===== src/rtl/pipe_pkg.sv =====
// -----------------------------------------------------------------------------
// pipe_pkg
// Shared definitions for the processor pipeline stage registers:
//   - default payload / control widths
//   - per-stage control-field layouts (packed structs) and their bit positions
//   - bubble (reset/flush) control values for the ID/EX, EX/MEM and MEM/WB stages
// A bubble control word must never write memory or the register file.
// -----------------------------------------------------------------------------
package pipe_pkg;

    localparam int DATA_W_DEF = 32;
    localparam int CTRL_W_DEF = 8;

    typedef enum logic [2:0] {
        ALU_ADD  = 3'd0,
        ALU_SUB  = 3'd1,
        ALU_AND  = 3'd2,
        ALU_OR   = 3'd3,
        ALU_PASS = 3'd4,
        ALU_XOR  = 3'd5,
        ALU_SLL  = 3'd6,
        ALU_SRL  = 3'd7
    } alu_sel_e;

    typedef enum logic [1:0] {
        WB_ALU = 2'd0,
        WB_MEM = 2'd1,
        WB_PC4 = 2'd2
    } sel_wb_e;

    // ID/EX control word, LSB first: reg_wr, mem_wr, mem_rd, sel_wb[1:0], alu_sel[2:0]
    typedef struct packed {
        alu_sel_e alu_sel;
        sel_wb_e  sel_wb;
        logic     mem_rd;
        logic     mem_wr;
        logic     reg_wr;
    } idex_ctrl_t;

    localparam int IDEX_REG_WR_BIT  = 0;
    localparam int IDEX_MEM_WR_BIT  = 1;
    localparam int IDEX_MEM_RD_BIT  = 2;
    localparam int IDEX_SEL_WB_LSB  = 3;
    localparam int IDEX_ALU_SEL_LSB = 5;

    // EX/MEM control word, LSB first: reg_wr, mem_wr, mem_rd, sel_wb[1:0], spare[2:0]
    typedef struct packed {
        logic [2:0] spare;
        sel_wb_e    sel_wb;
        logic       mem_rd;
        logic       mem_wr;
        logic       reg_wr;
    } exmem_ctrl_t;

    localparam int EXMEM_REG_WR_BIT = 0;
    localparam int EXMEM_MEM_WR_BIT = 1;
    localparam int EXMEM_MEM_RD_BIT = 2;
    localparam int EXMEM_SEL_WB_LSB = 3;

    // MEM/WB control word, LSB first: reg_wr, sel_wb[1:0], spare[4:0]
    typedef struct packed {
        logic [4:0] spare;
        sel_wb_e    sel_wb;
        logic       reg_wr;
    } memwb_ctrl_t;

    localparam int MEMWB_REG_WR_BIT = 0;
    localparam int MEMWB_SEL_WB_LSB = 1;

    // Bubble words: all write/read enables low. The ID/EX bubble selects the
    // pass-through ALU op so a bubble never exercises the adder/shifter paths.
    localparam idex_ctrl_t IDEX_BUBBLE = '{
        alu_sel: ALU_PASS, sel_wb: WB_ALU, mem_rd: 1'b0, mem_wr: 1'b0, reg_wr: 1'b0
    };
    localparam exmem_ctrl_t EXMEM_BUBBLE = '{
        spare: 3'b000, sel_wb: WB_ALU, mem_rd: 1'b0, mem_wr: 1'b0, reg_wr: 1'b0
    };
    localparam memwb_ctrl_t MEMWB_BUBBLE = '{
        spare: 5'b00000, sel_wb: WB_ALU, reg_wr: 1'b0
    };

    localparam logic [CTRL_W_DEF-1:0] IDEX_RST_CTRL  = IDEX_BUBBLE;   // 8'h80
    localparam logic [CTRL_W_DEF-1:0] EXMEM_RST_CTRL = EXMEM_BUBBLE;  // 8'h00
    localparam logic [CTRL_W_DEF-1:0] MEMWB_RST_CTRL = MEMWB_BUBBLE;  // 8'h00

endpackage


===== src/rtl/pipe_skid_buf.sv =====
// -----------------------------------------------------------------------------
// pipe_skid_buf
// One-entry skid buffer for pipe_stage_reg. Holds a beat that was accepted
// while the output register was stalled, and decides what loads into the
// output register next (skid entry first, so order is preserved).
// Ports:
//   clk, rst          clock, synchronous active-high reset
//   flush             discard the skid entry at the next edge
//   in_valid/in_data/in_ctrl   upstream beat
//   out_valid         current valid of the owning output register
//   out_ready         downstream ready
//   skid_valid        skid entry occupied (registered; upstream ready = !skid_valid)
//   load              output register loads load_data/load_ctrl this edge
//   load_data/load_ctrl        value to load into the output register
// -----------------------------------------------------------------------------
module pipe_skid_buf
    import pipe_pkg::*;
#(
    parameter int DATA_W = DATA_W_DEF,
    parameter int CTRL_W = CTRL_W_DEF
)(
    input  logic              clk,
    input  logic              rst,
    input  logic              flush,
    input  logic              in_valid,
    input  logic [DATA_W-1:0] in_data,
    input  logic [CTRL_W-1:0] in_ctrl,
    input  logic              out_valid,
    input  logic              out_ready,
    output logic              skid_valid,
    output logic              load,
    output logic [DATA_W-1:0] load_data,
    output logic [CTRL_W-1:0] load_ctrl
);

    logic              slot_free;
    logic              accept;
    logic [DATA_W-1:0] skid_data;
    logic [CTRL_W-1:0] skid_ctrl;

    // The output register can take a new value this edge when it is empty or
    // its current beat is leaving.
    assign slot_free = !out_valid || out_ready;
    assign accept    = in_valid && !skid_valid && !rst;

    assign load      = slot_free && (skid_valid || accept);
    assign load_data = skid_valid ? skid_data : in_data;
    assign load_ctrl = skid_valid ? skid_ctrl : in_ctrl;

    // NOTE: state registers use non-blocking assignments so every flop samples
    // pre-edge values, independent of block evaluation order.
    always_ff @(posedge clk) begin
        if (rst || flush) begin
            skid_valid <= 1'b0;
        end else if (skid_valid && slot_free) begin
            skid_valid <= 1'b0;
        end else if (accept && !slot_free) begin
            skid_valid <= 1'b1;
        end
    end

    // NOTE: the skid payload is not reset; it is only ever read while
    // skid_valid is set, and skipping reset keeps the storage plain flops.
    always_ff @(posedge clk) begin
        if (accept && !slot_free) begin
            skid_data <= in_data;
            skid_ctrl <= in_ctrl;
        end
    end

endmodule


===== src/rtl/pipe_stage_reg.sv =====
// -----------------------------------------------------------------------------
// pipe_stage_reg
// Pipeline stage register with valid/ready handshake, stall and flush.
// Flush (and reset) forces the control field to RST_CTRL so a killed slot can
// never write memory or the register file; out_data is left as-is on flush.
// A saturating counter records cycles with no valid beat at the output.
//
// Build option: define PIPE_STAGE_REG_SKID_EN to add a one-entry skid buffer
// (registered in_ready, no combinational out_ready -> in_ready path).
// Without it, in_ready is a combinational function of out_ready.
//
// Ports:
//   clk, rst              clock, synchronous active-high reset
//   in_valid/in_ready     upstream handshake
//   in_data/in_ctrl       upstream payload and control field
//   flush                 kill held and incoming beats at the next edge
//   out_valid/out_ready   downstream handshake
//   out_data/out_ctrl     registered payload and control field
//   bubble_cnt            saturating count of edges with out_valid low
// -----------------------------------------------------------------------------
module pipe_stage_reg
    import pipe_pkg::*;
#(
    parameter int                DATA_W   = DATA_W_DEF,
    parameter int                CTRL_W   = CTRL_W_DEF,
    parameter logic [CTRL_W-1:0] RST_CTRL = {CTRL_W{1'b0}},
    parameter int                CNT_W    = 16
)(
    input  logic              clk,
    input  logic              rst,
    input  logic              in_valid,
    output logic              in_ready,
    input  logic [DATA_W-1:0] in_data,
    input  logic [CTRL_W-1:0] in_ctrl,
    input  logic              flush,
    output logic              out_valid,
    input  logic              out_ready,
    output logic [DATA_W-1:0] out_data,
    output logic [CTRL_W-1:0] out_ctrl,
    output logic [CNT_W-1:0]  bubble_cnt
);

    localparam logic [CNT_W-1:0] CNT_MAX = '1;

    logic              load;
    logic [DATA_W-1:0] load_data;
    logic [CTRL_W-1:0] load_ctrl;

`ifdef PIPE_STAGE_REG_SKID_EN
    logic skid_valid;

    pipe_skid_buf #(
        .DATA_W (DATA_W),
        .CTRL_W (CTRL_W)
    ) u_skid (
        .clk        (clk),
        .rst        (rst),
        .flush      (flush),
        .in_valid   (in_valid),
        .in_data    (in_data),
        .in_ctrl    (in_ctrl),
        .out_valid  (out_valid),
        .out_ready  (out_ready),
        .skid_valid (skid_valid),
        .load       (load),
        .load_data  (load_data),
        .load_ctrl  (load_ctrl)
    );

    // Ready depends only on registered skid state (plus reset), so out_ready
    // never reaches in_ready combinationally.
    assign in_ready = !rst && !skid_valid;
`else
    assign in_ready  = !rst && (!out_valid || out_ready);
    assign load      = in_valid && in_ready;
    assign load_data = in_data;
    assign load_ctrl = in_ctrl;
`endif

    // Priority: reset, flush, load (accept, possibly with a simultaneous emit),
    // then emit-only, which leaves a bubble carrying RST_CTRL.
    always_ff @(posedge clk) begin
        if (rst) begin
            out_valid <= 1'b0;
            out_data  <= '0;
            out_ctrl  <= RST_CTRL;
        end else if (flush) begin
            out_valid <= 1'b0;
            out_ctrl  <= RST_CTRL;
        end else if (load) begin
            out_valid <= 1'b1;
            out_data  <= load_data;
            out_ctrl  <= load_ctrl;
        end else if (out_valid && out_ready) begin
            out_valid <= 1'b0;
            out_ctrl  <= RST_CTRL;
        end
    end

    always_ff @(posedge clk) begin
        if (rst) begin
            bubble_cnt <= '0;
        end else if (!out_valid && (bubble_cnt != CNT_MAX)) begin
            bubble_cnt <= bubble_cnt + 1'b1;
        end
    end

endmodule


===== config.mk =====
export PLATFORM = sky130hd
export DESIGN_NAME = pipe_stage_reg
export DESIGN_NICKNAME = d
export VERILOG_FILES = /design/src/rtl/pipe_pkg.sv /design/src/rtl/pipe_skid_buf.sv /design/src/rtl/pipe_stage_reg.sv
export SDC_FILE = /design/constraint.sdc
export NUM_CORES = 1
export LEC_CHECK = 0
export ABC_AREA = 1
export CORE_UTILIZATION = 40
export DETAILED_ROUTE_END_ITERATION = 12
export GPL_ROUTABILITY_DRIVEN = 1
export PLACE_DENSITY = 0.76
export SLEW_MARGIN = 0
export SYNTH_ARGS = -nofsm -noshare
export SYNTH_HDL_FRONTEND = slang
export SYNTH_SLANG_ARGS = --single-unit

===== constraint.sdc =====
create_clock -name clk -period 1.9 [get_ports clk]
set_input_delay 0.19 -clock clk [delete_from_list [all_inputs] [get_ports clk]]
set_output_delay 0.19 -clock clk [all_outputs]
set_load 0.05 [all_outputs]

==> impl_metrics.csv <==
group,metric,value,unit
clock_network,h-tree-depth,3,
sta,slew_viol_final,0,
sta,fin_crit,1820,ps
synthesis,synth_compound_area_share,18.1,%
setup_path,path_class,"register to output port",
sta,worstMarginPinSlew,543,ps
synthesis,syn_nets,384,
flow_run,maxCapViolCount,0,
sta,totalNegativeSetupSlack,0,ps
min_path,holdPathEnd,"out_data[9]$_SDFFE_PP0P_",
floorplanning,initial_core_util,41.8,%
clock_network,clk_pin_slew,60,ps
clock_network,cts_made_buffers,9,
grt,antenna_found_initial,0,
setup_path,required,1710,ps
floorplanning,die_h,80.9,µm
detailed_routing,routed.top_layer,"met4",
power_and_ir_drop,switching_power,0.779,mW
detailed_routing,vias,2456,
clock_network,ctsHoldBuffers,0,
detailed_routing,route.met3.wl,647,µm
cells_and_area,area_growth,49.0,%
setup_path,r2r-end,"bubble_cnt[0]$_SDFFE_PP0P_",
grt,track_usage,19.6,%
sta,hold_viol,0,
setup_path,crit_path_start_kind,"register",
synthesis,ys_ff_latch,57,
synthesis,synthMuxAreaShare,0,%
synthesis,yosysTopAreaCell,"dfxtp_1",
setup_path,cp_slowest_stage_delay,850,ps
synthesis,yosysWarnings,0,
setup_path,path_cells,"clkdlybuf4s50_1",
clock_network,clock_tree.root_cell,"clkbuf_8",
grt,grt_max_degree,65,
setup_path,r2r_start,"bubble_cnt[0]$_SDFFE_PP0P_",
detailed_routing,first_iter_violations,120,
power_and_ir_drop,finalPower,2.73,mW
synthesis,synth_area,2490,µm²
placed_design,gp_congestion,0.821,
floorplanning,num_rows,28,
cells_and_area,n_antenna_cell,0,
synthesis,ys_seq_area_share,45.8,%
synthesis,synth_top_area_share,45.8,%
clock_network,cts_resized,0,
detailed_routing,wl_per_cell,11.5,µm
setup_path,crit_path_end_kind,"output port",
sta,worst_hold_slack,438,ps
clock_network,post_cts_buffers,0,
setup_path,cp_max_fo,7,
cells_and_area,drive_gt1_share,7.87,%
detailed_routing,dr_wl_met2,2.68,mm
cells_and_area,fin_nets,487,
sta,setup_viol,0,
min_path,hold_depth,2,
floorplanning,num_io_pins,103,
grt,overflow,0,
synthesis,synth_xor_area_share,0,%
floorplanning,die_area,6550,µm²
setup_path,cp_data_arrival_time,1630,ps
setup_path,reg2reg_slack,380,ps
setup_path,crit_path_top_delay_cell,"clkdlybuf4s50_1",
setup_path,crit_family,"buffers and inverters",
power_and_ir_drop,comb_power_share,18.5,%
clock_network,cts_buffer_depth,2,
detailed_routing,routed_wl,5.99,mm
power_and_ir_drop,swShare,28.5,%
power_and_ir_drop,pwr-share-seq,46.6,%
power_and_ir_drop,p_leak,1.39,nW
sta,slew_headroom,63.7,%
sta,rsz0062_at_grt,"false",
synthesis,syn_area_per_cell,7.37,µm²
power_and_ir_drop,power.density,735,nW/µm²
sta,final.setup_skew,4.60,ps
power_and_ir_drop,clockPowerShare,34.9,%
sta,finalCritPeriodShare,95.8,%
detailed_routing,drt-met1-wl,2.56,mm
power_and_ir_drop,ir_drop,0.435,mV
setup_path,r2r_cells,9,
clock_network,cts_tree,"done",
synthesis,yosys.area_share.adder,0.502,%
setup_path,cp_num_buf_inv,1,
detailed_routing,remaining_drc_errors,0,
power_and_ir_drop,p_int,1.95,mW
synthesis,netlist_instances,338,
grt,grt_pass1_vias,2235,
cells_and_area,fillers,551,
synthesis,synth.area.top_cells,"dfxtp_1, a21oi_1, nand2_1",
sta,fmax,549,MHz
min_path,hp-class,"register to register",
clock_network,clock_sinks,57,
min_path,min-delay-start,"out_data[9]$_SDFFE_PP0P_",
floorplanning,die_w,80.9,µm
synthesis,synth.distinct_cells,22,
floorplanning,core,5960,µm²
detailed_routing,via_per_inst,4.72,
placed_design,io_buffers,102,
clock_network,insertion_delay,320,ps
status,run_status,"finished, final reports clean",
synthesis,synth-simple-area-share,23.2,%
detailed_routing,first_pass_iters,4,
placed_design,dp_hpwl,4.30,mm
grt,grt_pass1_wl,9.72,mm
synthesis,synth_top_family_by_area,"simple AND/OR/NAND/NOR gates",
detailed_routing,ant_nets,0,
## metrics by stage
step           utilization (%)  instance area [µm²]  std cells  setup slack [ps]
2_1_floorplan                -                 2490        338              53.3
3_3_place_gp              59.6                 3550        505               330
3_5_place_dp              59.6                 3550        505               294
4_1_cts                   62.4                 3710        520              65.1
5_1_grt                   62.4                 3710        520              13.5
6_report                  62.4                 3710        520              79.9
## cell usage in the layout (no fill, tap or decap), types with 5 or more instances in the layout
cell type / count
a21oi_1: 50
dfxtp_1: 57
inv_1: 51
o21ai_0: 5
nand3_1: 21
nor2_2: 5
o21ai_1: 23
o21ai_2: 5
nor2_1: 41
clkdlybuf4s50_1: 100
nand2_1: 56
clkbuf_8: 10
## cells in the mapped netlist
| library cell | instances |
|---|---|
| dfxtp_1 | 57 |
| nand2_1 | 56 |
| inv_1 | 51 |
| a21oi_1 | 50 |
| nor2_1 | 41 |
| o21ai_1 | 23 |
| nand3_1 | 21 |
| buf_6 | 8 |
| nor2_2 | 5 |
| o21ai_0 | 5 |
| o21ai_2 | 5 |
| clkbuf_1 | 4 |
| nand2_2 | 2 |
| nor3_1 | 2 |
| a21oi_4 | 1 |
| buf_2 | 1 |
| buf_4 | 1 |
| ha_1 | 1 |
| nand3_4 | 1 |
| nand4_1 | 1 |
| nand4_4 | 1 |
| nor2_4 | 1 |
## metal layers
layer / vias to the layer above / GRT usage, %
met4: 0 / 9.11
li1: 1284 / -
met2: 92 / 30.7
met3: 7 / 10.9
met1: 1073 / 21.7
met5: - / 0
## flip-flops by register name, summed over array words and instances (netlist names)
name        flops
bubble_cnt     16
out_ctrl        8
out_valid       1
out_data       32
## worst max path at each step
stage | from | end | slack [ps] | cells after the start
floorplan | out_valid$_SDFFE_PP0P_ | out_data[4]$_SDFFE_PP0P_ | 50 | 6
global placement | in_valid | out_data[26]$_SDFFE_PP0P_ | 330 | 5
detailed placement | in_valid | out_data[14]$_SDFFE_PP0P_ | 290 | 5
CTS | bubble_cnt[7]$_SDFFE_PP0P_ | bubble_cnt[7] | 70 | 1
global route | bubble_cnt[7]$_SDFFE_PP0P_ | bubble_cnt[7] | 10 | 1
finish | bubble_cnt[6]$_SDFFE_PP0P_ | bubble_cnt[6] | 80 | 1
## layout make-up
class	instances	area [µm²]	share of cell area (%)
Clock inverter	3	17.5	0.472
Clock buffer	12	145	3.91
Inverter	51	191	5.15
Tap cell	75	93.8	2.53
Timing Repair Buffer	106	1080	29.2
Multi-Input combinational cell	216	1040	28.1
Sequential cell	57	1140	30.7
## power by group through the flow
stage	Combinational, mW	Clock, mW	Sequential [mW]
after floorplan	0.136	0	1.45
after global placement	0.500	0	1.30
after detailed placement	0.506	0	1.30
after CTS	0.508	0.984	1.27
after global routing	0.538	1.06	1.28
final	0.504	0.953	1.27
## logic make-up after synthesis
family,count (synthesis)
simple gates,131
compound gates,84
buf+inv,65
flops,57
fa+ha+maj,1
(Power assumes the default switching activity.)
